File: config.mk
export PLATFORM = sky130hd
export DESIGN_NAME = reaction_responder
export DESIGN_NICKNAME = d
export VERILOG_FILES = /design/src/rtl/reaction_responder.sv
export SDC_FILE = /design/constraint.sdc
export NUM_CORES = 1
export LEC_CHECK = 0
export ABC_AREA = 1
export CORE_UTILIZATION = 30
export CTS_BUF_LIST = sky130_fd_sc_hd__clkbuf_4
export DETAILED_ROUTE_END_ITERATION = 12
export PLACE_DENSITY_LB_ADDON = 0.25
export SETUP_SLACK_MARGIN = 0.15
export SYNTH_ARGS = -nofsm -noshare
export SYNTH_HDL_FRONTEND = slang
export SYNTH_SLANG_ARGS = --single-unit
File: constraint.sdc
create_clock -name sysclk -period 7.7 [get_ports sysclk]
set_clock_uncertainty 0.2 [all_clocks]
set_input_delay 1.54 -clock sysclk [delete_from_list [all_inputs] [get_ports sysclk]]
set_output_delay 1.54 -clock sysclk [all_outputs]
set_load 0.005 [all_outputs]
File: src/rtl/reaction_responder.sv
// Automatic button player for the reaction timer: presses start, waits for the
// stimulus LED to rise, holds off a programmed delay, presses stop and reports the reaction time.
`timescale 1ns/1ps
module reaction_responder #(
  parameter int DELAY_W      = 24,
  parameter int PRESS_CYCLES = 10,
  parameter int TIMEOUT_CYC  = 30000000,
  parameter int SYNC_STAGES  = 2
) (
  input  logic               sysclk,
  input  logic               rst,
  input  logic               en,
  input  logic               start_req,
  input  logic [DELAY_W-1:0] delay_cyc,
  input  logic               led_in,
  output logic               btn_start,
  output logic               btn_stop,
  output logic               busy,
  output logic               done,
  output logic               timeout,
  output logic [DELAY_W-1:0] measured,
  output logic [2:0]         state_dbg
);

  // The run counter also times the ARM window, so it is widened when the
  // timeout does not fit in DELAY_W bits.
  localparam int SS    = (SYNC_STAGES < 2) ? 2 : SYNC_STAGES;
  localparam int TO_W  = $clog2(TIMEOUT_CYC);
  localparam int CNT_W = (TO_W > DELAY_W) ? TO_W : DELAY_W;

  localparam logic [CNT_W-1:0] PRESS_LAST = CNT_W'(PRESS_CYCLES - 1);
  localparam logic [CNT_W-1:0] TO_LAST    = CNT_W'(TIMEOUT_CYC - 1);

  localparam logic [2:0] S_IDLE  = 3'd0;
  localparam logic [2:0] S_START = 3'd1;
  localparam logic [2:0] S_ARM   = 3'd2;
  localparam logic [2:0] S_WAIT  = 3'd3;
  localparam logic [2:0] S_PRESS = 3'd4;
  localparam logic [2:0] S_DONE  = 3'd5;

  logic [SS-1:0]      sync_q;
  logic               led_prev_q;
  logic               led_s;
  logic               led_rise;

  logic [2:0]         state_q, state_d;
  logic [CNT_W-1:0]   cnt_q, cnt_d, cnt_inc;
  logic [DELAY_W-1:0] dly_q, dly_d;
  logic               timeout_q, timeout_d;
  logic [DELAY_W-1:0] measured_q, measured_d;
  logic [DELAY_W-1:0] cnt_lo, meas_next;
  logic               btn_start_q, btn_stop_q, done_q;

  assign led_s    = sync_q[SS-1];
  assign led_rise = led_s & ~led_prev_q;

  always_ff @(posedge sysclk or posedge rst) begin
    if (rst) begin
      sync_q     <= '0;
      led_prev_q <= 1'b0;
    end else begin
      sync_q     <= {sync_q[SS-2:0], led_in};
      led_prev_q <= led_s;
    end
  end

  // Saturating counter; never wraps back to zero.
  assign cnt_inc   = (&cnt_q) ? cnt_q : cnt_q + CNT_W'(1);
  assign cnt_lo    = cnt_q[DELAY_W-1:0];
  assign meas_next = (&cnt_lo) ? cnt_lo : cnt_lo + DELAY_W'(1);

  always_comb begin
    state_d    = state_q;
    cnt_d      = cnt_inc;
    dly_d      = dly_q;
    timeout_d  = timeout_q;
    measured_d = measured_q;
    case (state_q)
      S_IDLE: begin
        cnt_d = '0;
        if (start_req && en) begin
          state_d   = S_START;
          dly_d     = delay_cyc;
          timeout_d = 1'b0;
        end
      end
      S_START: begin
        if (cnt_q == PRESS_LAST) begin
          state_d = S_ARM;
          cnt_d   = '0;
        end
      end
      S_ARM: begin
        // Only a fresh rise counts; a LED already high on entry shows no edge.
        if (led_rise) begin
          state_d = S_WAIT;
          cnt_d   = '0;
        end else if (cnt_q == TO_LAST) begin
          state_d   = S_DONE;
          timeout_d = 1'b1;
          cnt_d     = '0;
        end
      end
      S_WAIT: begin
        if (cnt_q == CNT_W'(dly_q)) begin
          state_d    = S_PRESS;
          cnt_d      = '0;
          measured_d = meas_next;
        end
      end
      S_PRESS: begin
        if (cnt_q == PRESS_LAST) begin
          state_d = S_DONE;
          cnt_d   = '0;
        end
      end
      S_DONE: begin
        state_d = S_IDLE;
        cnt_d   = '0;
      end
      default: begin
        state_d = S_IDLE;
        cnt_d   = '0;
      end
    endcase
    // Abort wins over everything; results from earlier runs are kept.
    if (!en) begin
      state_d    = S_IDLE;
      cnt_d      = '0;
      dly_d      = dly_q;
      timeout_d  = timeout_q;
      measured_d = measured_q;
    end
  end

  always_ff @(posedge sysclk or posedge rst) begin
    if (rst) begin
      state_q     <= S_IDLE;
      cnt_q       <= '0;
      dly_q       <= '0;
      timeout_q   <= 1'b0;
      measured_q  <= '0;
      btn_start_q <= 1'b0;
      btn_stop_q  <= 1'b0;
      done_q      <= 1'b0;
    end else begin
      state_q     <= state_d;
      cnt_q       <= cnt_d;
      dly_q       <= dly_d;
      timeout_q   <= timeout_d;
      measured_q  <= measured_d;
      btn_start_q <= (state_d == S_START);
      btn_stop_q  <= (state_d == S_PRESS);
      done_q      <= (state_d == S_DONE);
    end
  end

  assign btn_start = btn_start_q;
  assign btn_stop  = btn_stop_q;
  assign done      = done_q;
  assign busy      = (state_q != S_IDLE);
  assign timeout   = timeout_q;
  assign measured  = measured_q;
  assign state_dbg = state_q;

endmodule
==> impl_metrics.json <==
{
  "initial_utilization": 0.306,
  "final_area_mm2": 0.00555,
  "clkTransAtPathRegs_ns": 0.12,
  "crit_chain": "nor2_1 > nand2_1 > clkdlybuf4s50_1",
  "ioPinCount": 61,
  "drv_slew": 0,
  "critPathSlowestCell": "dfrtp_1",
  "grt_pass1_vias": 3987,
  "avgRoutedWirePerCell_um": 13.3,
  "power.density_mw_per_mm2": 164,
  "min_path_type": "reg2reg",
  "yosysMostFrequentCell": "nand2_1",
  "critPathBufInv": 1,
  "synthTopCellsByCount": "nand2_1, nor2_1, dfrtp_1",
  "hold_path_depth": 0,
  "p_leak_nw": 2.63,
  "ctsHoldBuffers": 0,
  "via_count": 4053,
  "setup_violations": 0,
  "worstPathMaxFanout": 6,
  "met1_usage": 0.222,
  "whs_endpoint": "sync_q[1]$_DFF_PP0_",
  "synth_top_area_cell": "dfrtp_1",
  "grtUsageMet3": 0.0321,
  "drt_iter0_drc": 379,
  "crit_required_ns": 5.96,
  "max_clock_freq_mhz": 300,
  "timing.final.crit_share": 0.432,
  "postSynthAreaPerCell_um2": 7.21,
  "holdCritStartpoint": "sync_q[0]$_DFF_PP0_",
  "grt_use_met2": 0.243,
  "status": "completed",
  "cts_setup_buffers": 0,
  "yosysSeqAreaShare": 0.448,
  "synth_edf_count": 0,
  "grt_pass1_wl_um": 19800,
  "tightest_slew_ns": 1.06,
  "finalNonFillerCells": 893,
  "critPathKind": "reg2out",
  "rr_endpoint": "measured[14]$_DFFE_PP0P_",
  "async_reset_ff_frac": 1.00,
  "start_kind": "flop",
  "nets": 733,
  "worstPathArrival_ns": 1.59,
  "cts_buffer_depth": 2,
  "rsz0062_at_grt": "no",
  "reg2reg_depth": 11,
  "area_growth_pct": 19.6,
  "synth_ff_type": "dfrtp_1",
  "syn_inst": 644,
  "grt_max_degree": 84,
  "top_usage_layer": "met2",
  "drc_errors": 0,
  "placed_area_mm2": 0.00538,
  "portBuffers": 60,
  "placed_cells": 879,
  "fin_crit_ns": 3.33,
  "core_mm2": 0.0151,
  "end_kind": "primary output",
  "drt_first_pass_iters": 5,
  "synth_area_leaders": "dfrtp_1, nand2_1, nor2_1",
  "ys_ff_latch": 83,
  "cpPeakStageDelay_ns": 0.45,
  "htreeDepth": 3,
  "syn-cell-area_mm2": 0.00464,
  "finalSetupTns_ns": 0,
  "track_usage": 0.161,
  "postRouteAntennaNets": 0,
  "reg2reg_setup_slack_ns": 5.22,
  "drive_above_1_share": 0.0682,
  "final-hold-violation-count": 0,
  "ctsResizeCount": 0,
  "cts_buffers": 9,
  "via_per_inst": 4.54,
  "die_area_mm2": 0.0160,
  "reg2reg_from": "cnt_q[0]$_DFF_PP0_",
  "dp_hpwl_um": 8920,
  "chipHeight_um": 126,
  "fp.dieW_um": 126,
  "synth_fp_nets": 675,
  "ys_warn_count": 0,
  "crit_cells": 3,
  "cts.sinks": 83,
  "cts_tree": "done",
  "vdd_drop_max_mv": 0.0947,
  "place_congestion": 0.876,
  "num_rows": 45,
  "clock_latency_ns": 0.47,
  "dp_slack_ns": 4.26,
  "antenna_found_initial": 1,
  "finalWorstSetupSlack_ns": 4.37,
  "synth_top_area_frac": 0.448,
  "overflow": 0,
  "ys_types": 30,
  "cts-root-buf": "clkbuf_4",
  "maxCapViolations": 0,
  "crit_family": "flip-flops",
  "routed_wl_um": 11800,
  "slew_headroom": 0.291
}
placed cells by master (no fill, tap or decap):
| master | count |
|---|---|
| nand2_2 | 3 |
| bufinv_16 | 3 |
| inv_6 | 1 |
| nor2_4 | 2 |
| xnor2_1 | 7 |
| and2_2 | 1 |
| nor2_2 | 12 |
| nand3b_1 | 2 |
| nor2_1 | 118 |
| nand4_1 | 9 |
| nand3b_4 | 1 |
| nor3_1 | 11 |
| ha_1 | 2 |
| nor3b_1 | 1 |
| inv_1 | 70 |
| o21ai_0 | 31 |
| clkinv_2 | 1 |
| clkbuf_4 | 10 |
| dfrtp_1 | 83 |
| nor3_4 | 1 |
| inv_2 | 7 |
| o21ai_1 | 11 |
| nor3_2 | 1 |
| diode_2 | 1 |
| nand3_4 | 2 |
| buf_4 | 3 |
| a21oi_1 | 7 |
| nand3_1 | 16 |
| clkdlybuf4s50_1 | 60 |
| nand2_1 | 209 |
| xor2_1 | 19 |
how the worst max path moves through the flow:
stage,from,to,slack (ns)
after floorplan,rst,btn_start$_DFF_PP0_,3.82
final,state_dbg[1]$_DFF_PP0_,busy,4.37
after detailed placement,en,btn_stop$_DFF_PP0_,4.26
after global routing,state_dbg[1]$_DFF_PP0_,busy,4.26
after CTS,state_dbg[1]$_DFF_PP0_,busy,4.35
after global placement,en,btn_stop$_DFF_PP0_,4.27
registers in the layout (all words and copies together) (netlist names):
register	flops
btn_start	1
state_dbg	3
measured	24
btn_stop	1
done	1
timeout	1
sync_q	2
dly_q	24
led_prev_q	1
cnt_q	25
power breakdown:
part | internal (mW) | switching (mW) | leakage, nW
Combinational | 0.0492 | 0.0678 | 1.43
Sequential | 0.460 | 0.0159 | 1.11
Clock | 0.163 | 0.152 | 0.0884
cells by family (layout without fill, tap and decap cells):
kind of cell / count (synthesis) / count (layout) / synth area share
compound gates: 49 / 49 / 0.0528
simple gates: 389 / 389 / 0.355
fa+ha+maj: 2 / 2 / 0.00539
other cells: 0 / 1 / 0
xor+xnor: 26 / 26 / 0.0491
flops: 83 / 83 / 0.448
buf+inv: 95 / 155 / 0.0903
per-layer routing:
layer  vias up  share of wire
met5         -              0
met4         0          0.032
met3        27          0.055
met2       138           0.43
met1      1808           0.49
li1       2080              -
metrics by stage:
step,power (mW),hold slack (ns),util
CTS,0.916,0.164,0.366
floorplan,0.559,0.131,-
global route,0.963,0.187,0.366
detailed placement,0.604,0.136,0.355
finish,0.908,0.161,0.366
global placement,0.599,0.133,0.355
final cells by class:
class | instances | area (µm²)
sequential | 83 | 2080
clock buffer | 10 | 75.1
antenna | 1 | 2.50
multi-input combinational | 466 | 2140
timing repair buffer | 63 | 623
clock inverter | 3 | 90.1
tap | 188 | 235
fill | 1601 | 9600
inverter | 79 | 303
worst reg2reg max path, cell delays in order (launching register included):
cell,delay [ns]
dfrtp_1,0.55
ha_1,0.30
nand2_2,0.11
inv_2,0.09
nand3_4,0.09
nor2_4,0.17
nand3_4,0.12
nor2_4,0.40
inv_1,0.16
nand2_1,0.10
nand2_1,0.05
nand2_1,0.07
Note: power is estimated with default switching activity, not from simulation.
